==> src/rtl/sprite_coord_fetch_if.sv <==
// Memory port A bus between the sprite-coordinate fetch controller and shared RAM.
// The controller is the master; q_a returns read data one cycle after addr_a.
interface sprite_coord_fetch_if #(
  parameter int WIDTH = 16
);
  logic [WIDTH-1:0] addr_a;
  logic             rd_a;
  logic             we_a;
  logic [WIDTH-1:0] q_a;

  modport master (output addr_a, output rd_a, output we_a, input q_a);
  modport slave  (input addr_a, input rd_a, input we_a, output q_a);
endinterface

==> src/rtl/sprite_coord_fetch.sv <==
// Vblank-triggered fetch of six sprite-coordinate words over memory port A, committed atomically.
// Optional macro SPRITE_CLAMP_EN clamps x/y words to the screen bounds at commit.
module sprite_coord_fetch #(
  parameter int WIDTH = 16,
  parameter int H_RES = 640,
  parameter int V_RES = 480,
  parameter int MX    = 6000,
  parameter int MY    = 6004,
  parameter int P1X   = 6008,
  parameter int P1Y   = 6012,
  parameter int P2X   = 6016,
  parameter int P2Y   = 6020
) (
  input  logic                 clk,
  input  logic                 reset,
  input  logic                 vblank,
  input  logic                 fetch_en,
  sprite_coord_fetch_if.master mem,
  output logic                 busy,
  output logic                 frame_done,
  output logic [WIDTH-1:0]     mx,
  output logic [WIDTH-1:0]     my,
  output logic [WIDTH-1:0]     p1x,
  output logic [WIDTH-1:0]     p1y,
  output logic [WIDTH-1:0]     p2x,
  output logic [WIDTH-1:0]     p2y
);

`ifdef SPRITE_CLAMP_EN
  localparam bit CLAMP_EN = 1'b1;
`else
  localparam bit CLAMP_EN = 1'b0;
`endif

  localparam logic [WIDTH-1:0] X_MAX = WIDTH'(H_RES - 1);
  localparam logic [WIDTH-1:0] Y_MAX = WIDTH'(V_RES - 1);

  typedef enum logic {IDLE, FETCH} state_t;

  state_t           state, state_nxt;
  logic [2:0]       idx;
  logic             vblank_q;
  logic             start;
  logic             last;
  logic [WIDTH-1:0] stage [6];

  function automatic logic [WIDTH-1:0] word_addr(input logic [2:0] i);
    case (i)
      3'd0:    return WIDTH'(MX);
      3'd1:    return WIDTH'(MY);
      3'd2:    return WIDTH'(P1X);
      3'd3:    return WIDTH'(P1Y);
      3'd4:    return WIDTH'(P2X);
      3'd5:    return WIDTH'(P2Y);
      default: return '0;
    endcase
  endfunction

  function automatic logic [WIDTH-1:0] clamp_x(input logic [WIDTH-1:0] w);
    return (CLAMP_EN && (w > X_MAX)) ? X_MAX : w;
  endfunction

  function automatic logic [WIDTH-1:0] clamp_y(input logic [WIDTH-1:0] w);
    return (CLAMP_EN && (w > Y_MAX)) ? Y_MAX : w;
  endfunction

  assign start = vblank & ~vblank_q & fetch_en & (state == IDLE);
  assign last  = (state == FETCH) && (idx == 3'd6);

  // NOTE: sequential state uses non-blocking assignments so every register samples pre-edge values.
  always_ff @(posedge clk or posedge reset) begin
    if (reset) state <= IDLE;
    else       state <= state_nxt;
  end

  // NOTE: every combinational output gets a default first so no latch is inferred.
  always_comb begin
    state_nxt = state;
    case (state)
      IDLE:    if (start) state_nxt = FETCH;
      FETCH:   if (last)  state_nxt = IDLE;
      default: state_nxt = IDLE;
    endcase
  end

  always_comb begin
    busy       = (state == FETCH);
    mem.rd_a   = (state == FETCH) && (idx <= 3'd5);
    mem.addr_a = mem.rd_a ? word_addr(idx) : '0;
    mem.we_a   = 1'b0;
  end

  // Read data lags the address by one cycle, so cycle idx captures the word addressed at idx-1.
  always_ff @(posedge clk or posedge reset) begin
    if (reset) begin
      vblank_q   <= 1'b0;
      idx        <= '0;
      frame_done <= 1'b0;
      // NOTE: the staging array is a handful of flops, reset so an aborted fetch leaves nothing behind.
      for (int i = 0; i < 6; i++) stage[i] <= '0;
      mx  <= '0;
      my  <= '0;
      p1x <= '0;
      p1y <= '0;
      p2x <= '0;
      p2y <= '0;
    end else begin
      vblank_q   <= vblank;
      frame_done <= last;
      if (start)               idx <= '0;
      else if (state == FETCH) idx <= last ? 3'd0 : idx + 3'd1;
      if ((state == FETCH) && (idx != 3'd0)) stage[idx - 3'd1] <= mem.q_a;
      if (last) begin
        mx  <= clamp_x(stage[0]);
        my  <= clamp_y(stage[1]);
        p1x <= clamp_x(stage[2]);
        p1y <= clamp_y(stage[3]);
        p2x <= clamp_x(stage[4]);
        p2y <= clamp_y(mem.q_a);
      end
    end
  end

endmodule

==> src/flat_wrapper.sv <==
// flat-port wrapper written by rule: the top's interface ports become plain ports
module sprite_coord_fetch_flat 
#(
  parameter int WIDTH = 16,
  parameter int H_RES = 640,
  parameter int V_RES = 480,
  parameter int MX    = 6000,
  parameter int MY    = 6004,
  parameter int P1X   = 6008,
  parameter int P1Y   = 6012,
  parameter int P2X   = 6016,
  parameter int P2Y   = 6020
)
  (clk, reset, vblank, fetch_en, busy, frame_done, mx, my, p1x, p1y, p2x, p2y, mem_addr_a, mem_rd_a, mem_we_a, mem_q_a);
  sprite_coord_fetch_if #(.WIDTH(WIDTH)) mem_i ();
  input  logic clk;
  input  logic reset;
  input  logic vblank;
  input  logic fetch_en;
  output logic busy;
  output logic frame_done;
  output logic [WIDTH-1:0] mx;
  output logic [WIDTH-1:0] my;
  output logic [WIDTH-1:0] p1x;
  output logic [WIDTH-1:0] p1y;
  output logic [WIDTH-1:0] p2x;
  output logic [WIDTH-1:0] p2y;
  output wire logic [$bits(mem_i.addr_a)-1:0] mem_addr_a;
  output wire logic [$bits(mem_i.rd_a)-1:0] mem_rd_a;
  output wire logic [$bits(mem_i.we_a)-1:0] mem_we_a;
  input wire logic [$bits(mem_i.q_a)-1:0] mem_q_a;
  assign mem_addr_a = mem_i.addr_a;
  assign mem_rd_a = mem_i.rd_a;
  assign mem_we_a = mem_i.we_a;
  assign mem_i.q_a = mem_q_a;
  sprite_coord_fetch #(.WIDTH(WIDTH), .H_RES(H_RES), .V_RES(V_RES), .MX(MX), .MY(MY), .P1X(P1X), .P1Y(P1Y), .P2X(P2X), .P2Y(P2Y)) u_core (.clk(clk), .reset(reset), .vblank(vblank), .fetch_en(fetch_en), .mem(mem_i), .busy(busy), .frame_done(frame_done), .mx(mx), .my(my), .p1x(p1x), .p1y(p1y), .p2x(p2x), .p2y(p2y));
endmodule
==> config.mk <==
export PLATFORM = sky130hd
export DESIGN_NAME = sprite_coord_fetch_flat
export DESIGN_NICKNAME = d
export VERILOG_FILES = /design/src/rtl/sprite_coord_fetch_if.sv /design/src/rtl/sprite_coord_fetch.sv /design/src/flat_wrapper.sv
export SDC_FILE = /design/constraint.sdc
export NUM_CORES = 1
export LEC_CHECK = 0
export CORE_MARGIN = 2
export CORE_UTILIZATION = 54
export CTS_BUF_LIST = sky130_fd_sc_hd__clkbuf_8
export CTS_CLUSTER_SIZE = 8
export DETAILED_ROUTE_END_ITERATION = 10
export GPL_TIMING_DRIVEN = 1
export HOLD_SLACK_MARGIN = 0.1
export PLACE_DENSITY_LB_ADDON = 0.3
export SLEW_MARGIN = 10
export SYNTH_ARGS = -nofsm -noshare
export SYNTH_HDL_FRONTEND = slang
export SYNTH_SLANG_ARGS = --single-unit
==> constraint.sdc <==
create_clock -name clk -period 8.5 [get_ports clk]
set_clock_uncertainty 0.2 [all_clocks]
set_input_delay 1.275 -clock clk [delete_from_list [all_inputs] [get_ports clk]]
set_output_delay 1.275 -clock clk [all_outputs]
set_load 0.05 [all_outputs]
### Yosys cells after proc, flatten, opt, wreduce, memory -nomap -nowiden

Cells that the tools add are included.
W data, S select, Z words.

| operators by class | value |
|---|---|
| add/subtract/negate cells | 2 |
| order comparisons | 3 |
| equality and inequality tests | 6 |
| mux-type cells | 11 |
| bitwise logic cells | 6 |
| reductions and logical operators | 7 |

Operators with widths:

| operator | number |
|---|---|
| $bwmux W96 | 1 |
| $pmux W13 S6 | 1 |
| $demux W16 S3 | 1 |
| $mux W16 | 1 |
| $mux W13 | 1 |
| $eq A3 B3 Y1 const B | 3 |
| $mux W3 | 3 |
| $eq A3 B2 Y1 const B | 2 |
| $ge A4 B4 Y1 const B | 1 |
| $logic_and A1 B1 Y1 | 4 |
| $lt A4 B1 Y1 const B | 1 |
| $not A3 Y4 | 1 |
| $add A3 B1 Y3 const B | 1 |
| $and A1 B1 Y1 | 3 |
| $eq A3 B1 Y1 const B | 1 |
| $le A3 B3 Y1 const B | 1 |
| $logic_not A3 Y1 | 1 |
| $reduce_bool A3 Y1 | 1 |
| $sub A3 B1 Y3 const B | 1 |
| $mux W1 | 2 |
| $not A1 Y1 | 2 |
| $pmux W1 S2 | 1 |
| $reduce_bool A2 Y1 | 1 |

| storage, ports and cells | value |
|---|---|
| register bits | 198 |
| input port bits | 20 |
| word-level logic and storage cells | 51 |

### Longest topological paths before layout

| logic depth | value |
|---|---|
| depth after elaboration | 7 |
| mapped depth | 8 |
| mapped depth without buffers | 6 |

### Worst setup path before layout

OpenSTA, ideal clock, no wires.

| path | value |
|---|---|
| kind | reg2out |
| start | register u_core.state, in the netlist u_core.busy |
| end | output mem_addr_a[10] |
| data arrival time | 2.201 ns |
| required time | 7.025 ns |
| slack | 4.824 ns |
| stages on the path, launching flop included | 4 |
| buffers on the path | 1 |
| cell sequence | dfrtp_1 o31ai_1 a21oi_1 buf_4 |

| on the way | value |
|---|---|
| longest elaborated chain between the ends | 2 |

RTL lines:

| what | RTL line | RTL |
|---|---|---|
| start: declaration | sprite_coord_fetch.sv:40 | `state_t state, state_nxt;` |
| start signal: assignment | sprite_coord_fetch.sv:73 | `else state <= state_nxt;` |
| $logic_and A1 B1 Y1 | sprite_coord_fetch.sv:88 | `mem.rd_a = (state == FETCH) && (idx <= 3'd5);` |
| $mux W13 | sprite_coord_fetch.sv:89 | `mem.addr_a = mem.rd_a ? word_addr(idx) : '0;` |
| end: declaration | flat_wrapper.sv:28 | `output wire logic [$bits(mem_i.addr_a)-1:0] mem_addr_a;` |

No other way between the ends.

### Worst setup path in the final report

| path | value |
|---|---|
| start | register u_core.idx[0] |
| end | output mem_addr_a[12] |

| on the way | value |
|---|---|
| longest elaborated chain between the ends | 3 |
| elaborated cells between the ends (all ways) | 10 |
| those cells by class | order compare: 1; eq/ne: 5; mux: 2; reduce/logical: 2 |

RTL lines:

| what | RTL line | RTL |
|---|---|---|
| start: declaration | sprite_coord_fetch.sv:41 | `logic [2:0] idx;` |
| start signal: assignment | sprite_coord_fetch.sv:111 | `else if (state == FETCH) idx <= last ? 3'd0 : idx + 3'd1;` |
| $eq A3 B3 Y1, or another cell as far along | sprite_coord_fetch.sv:48 | `case (i)` |
| $pmux W13 S6 / $logic_and A1 B1 Y1 (equally long branches) | sprite_coord_fetch.sv:48, sprite_coord_fetch.sv:88 |  |
| $mux W13 (*) | sprite_coord_fetch.sv:89 |  |

Every way passes the cells marked *; elsewhere a longest branch is shown, timed or not.

==> impl_metrics.ini <==
[synthesis]
synth_top_cells_by_area = sky130_fd_sc_hd__dfrtp_1 (63%), sky130_fd_sc_hd__nand2_1 (15%), sky130_fd_sc_hd__mux2_2 (9.6%)
yosysSeqAreaShare = 0.633
synthArstFlopShare = 1.00
postSynthRegisterBits = 182
synth_top_cell_by_area = sky130_fd_sc_hd__dfrtp_1
synth_top_flop_cell = sky130_fd_sc_hd__dfrtp_1
number_of_synthesized_flops_with_an_enable_pin = 0
ys_warn_count = 0
synth.lib_cells_used.distinct = 32
synth_area_per_cell_um2 = 11.3
post_synth_inst_count = 635
synthesis.area_um2 = 7190
synth_top_area_frac = 0.633

[status]
outcome = finished, final reports clean

[detailed_routing]
post_drt_wl_per_cell_um = 16.0
wl_um = 15100
dr_total_vias = 4724
drt-initial-drc-count = 404
vias_per_instance = 5.02
route.detailed.drc = 0
drtAntennaViolNets = 0
firstDrtPassIters = 4

[setup_path]
rr_worst_depth = 5
reg2reg_setup_slack_ns = 5.44
setup.worst_path.end_class = output pin
endpoint = mem_addr_a[12]
worst-path-max-fanout = 7
critPathKind = reg -> out
worst-endpoint-required_ns = 7.03
critical_path.reg2reg.endpoint = u_core.stage[83]
crit-reg2reg-launch = u_core.idx[0]
critPathLaunchType = flip-flop
cp-startpoint = u_core.idx[0]
arrival_ns = 2.81

[clocking]
path_clk_slew_ns = 0.09
clk_path_buf_depth = 2
clock_sink_count = 182
post_cts_resize_count = 0
cts_tree = done
htree_depth = 4
post-cts-setup-buffers = 0
cts_buffers = 17
cts_root_buf = sky130_fd_sc_hd__clkbuf_8
post_cts_hold_buffer_count = 0
insertion_delay_ns = 0.45

[grt]
grt_remaining_overflow = 0
grt_use_total = 0.224
antenna_found_initial = 0
grt_start_max_net_pins = 97
number_of_global_route_vias_before_repair = 4801
grt_pass1_wl_um = 24700

[final_layout]
synthToLayoutAreaGrowth_pct = 23.6
layout-drive-gt1-share = 0.162
num_antenna_cells = 0
num-fill-cells = 1028
multi_input_comb_area_um2 = 2390
layoutNonFillerInstCount = 941
layout_commonest_cell = sky130_fd_sc_hd__nand2_1
final_nets = 778
final-seq-area_um2 = 4550
mostFrequentLayoutCells = sky130_fd_sc_hd__nand2_1 (290), sky130_fd_sc_hd__dfrtp_1 (182), sky130_fd_sc_hd__clkdlybuf4s50_1 (128)

[run]
max-cap-violations = 0

[timing]
setup_viol = 0
totalNegativeSetupSlack_ns = 0
finalCritPeriodShare = 0.505
max_freq_mhz = 233
timing_hold_violations_final = 0
setup_repair_after_global_routing_missed_its_margin = no
report.final.slew_viol_count = 0
worst_slew_pin_slew_ns = 1.10
maxSlewHeadroom = 0.268
final.min_clock_period_ns = 4.29

[placed_design]
placement.io_buffers = 128
placedCellCount = 909
gp_congestion = 0.836
dp_hpwl_um = 9910

[hold_path]
hold_path_class = reg -> reg

[floorplanning]
die_w_um = 119
die_area_um2 = 14300
start_util = 0.547
die_height_um = 119
floorplan.io_pins = 136
fp.coreArea_um2 = 13100
fp-row-count = 42
-- worst min path at each step --
stage	from	end	slack, ns	depth (start not counted)
floorplan	u_core.stage[42]	u_core.p1y[10]	0.23	2
global placement	u_core.stage[30]	u_core.p2x[14]	0.24	2
detailed placement	u_core.stage[81]	u_core.mx[1]	0.25	2
CTS	u_core.stage[58]	u_core.p1x[10]	0.27	2
global route	u_core.stage[89]	u_core.mx[9]	0.30	2
finish	u_core.stage[58]	u_core.p1x[10]	0.26	2
-- metal layers --
layer / track usage / wire length [um] / part of all wire
met5: 0 / 0 / 0
met4: 0.0618 / 176 / 0.012
met3: 0.0522 / 722 / 0.048
met2: 0.355 / 7220 / 0.48
met1: 0.314 / 6980 / 0.46
-- final cells by class --
cell class / count / area share
Multi-Input combinational cell: 410 / 0.269
Timing Repair Buffer: 132 / 0.148
Sequential cell: 182 / 0.512
Tap cell: 176 / 0.0248
Clock buffer: 20 / 0.0310
Inverter: 9 / 0.00450
Clock inverter: 12 / 0.0108
-- sequential cells by signal, indices dropped and copies added (netlist names) --
name               flops
u_core.p2x            16
u_core.stage          80
u_core.mx             16
u_core.p1y            16
u_core.p2y            16
u_core.frame_done      1
u_core.my             16
u_core.idx             3
u_core.vblank_q        1
u_core.p1x            16
u_core.busy            1
-- synth_stat cells (all sizes together) (2+ instances only) --
cell type / n
buf: 22
clkbuf: 18
nand2: 290
mux2: 81
a211oi: 2
dfrtp: 182
ha: 6
a22o: 2
nor2: 4
nand3: 2
inv: 9
a21oi: 6
-- logic make-up (layout without fill, tap and decap cells) --
kind of cell | count (synthesis) | after routing | share of synthesized area
other | 1 | 7 | 0.000521
AOI/OAI and AO/OA | 16 | 16 | 0.0200
and+or+nand+nor | 300 | 300 | 0.159
adders and majority gates | 6 | 6 | 0.0104
DFF | 182 | 182 | 0.633
buffers and inverters | 49 | 173 | 0.0395
muxes | 81 | 81 | 0.137
-- critical path: stages, from the launching register on --
cell,delay [ns]
sky130_fd_sc_hd__dfrtp_1,0.49
sky130_fd_sc_hd__inv_1,0.24
sky130_fd_sc_hd__ha_1,0.30
sky130_fd_sc_hd__a21oi_1,0.16
sky130_fd_sc_hd__a21oi_1,0.30
sky130_fd_sc_hd__clkdlybuf4s50_1,0.87
-- through the flow --
step / worst slack [ns] / hold WS (ns) / cell area, um^2 / utilization
3_5_place_dp: 4.67 / 0.250 / 8520 / 0.648
3_3_place_gp: 4.82 / 0.243 / 8520 / 0.648
5_1_grt: 4.08 / 0.298 / 8890 / 0.677
4_1_cts: 4.17 / 0.265 / 8890 / 0.677
6_report: 4.21 / 0.263 / 8890 / 0.677
2_1_floorplan: 2.08 / 0.233 / 7210 / -
Power is not shown: default switching activity piles up to over one toggle a cycle in this logic, so the estimate is an artifact.
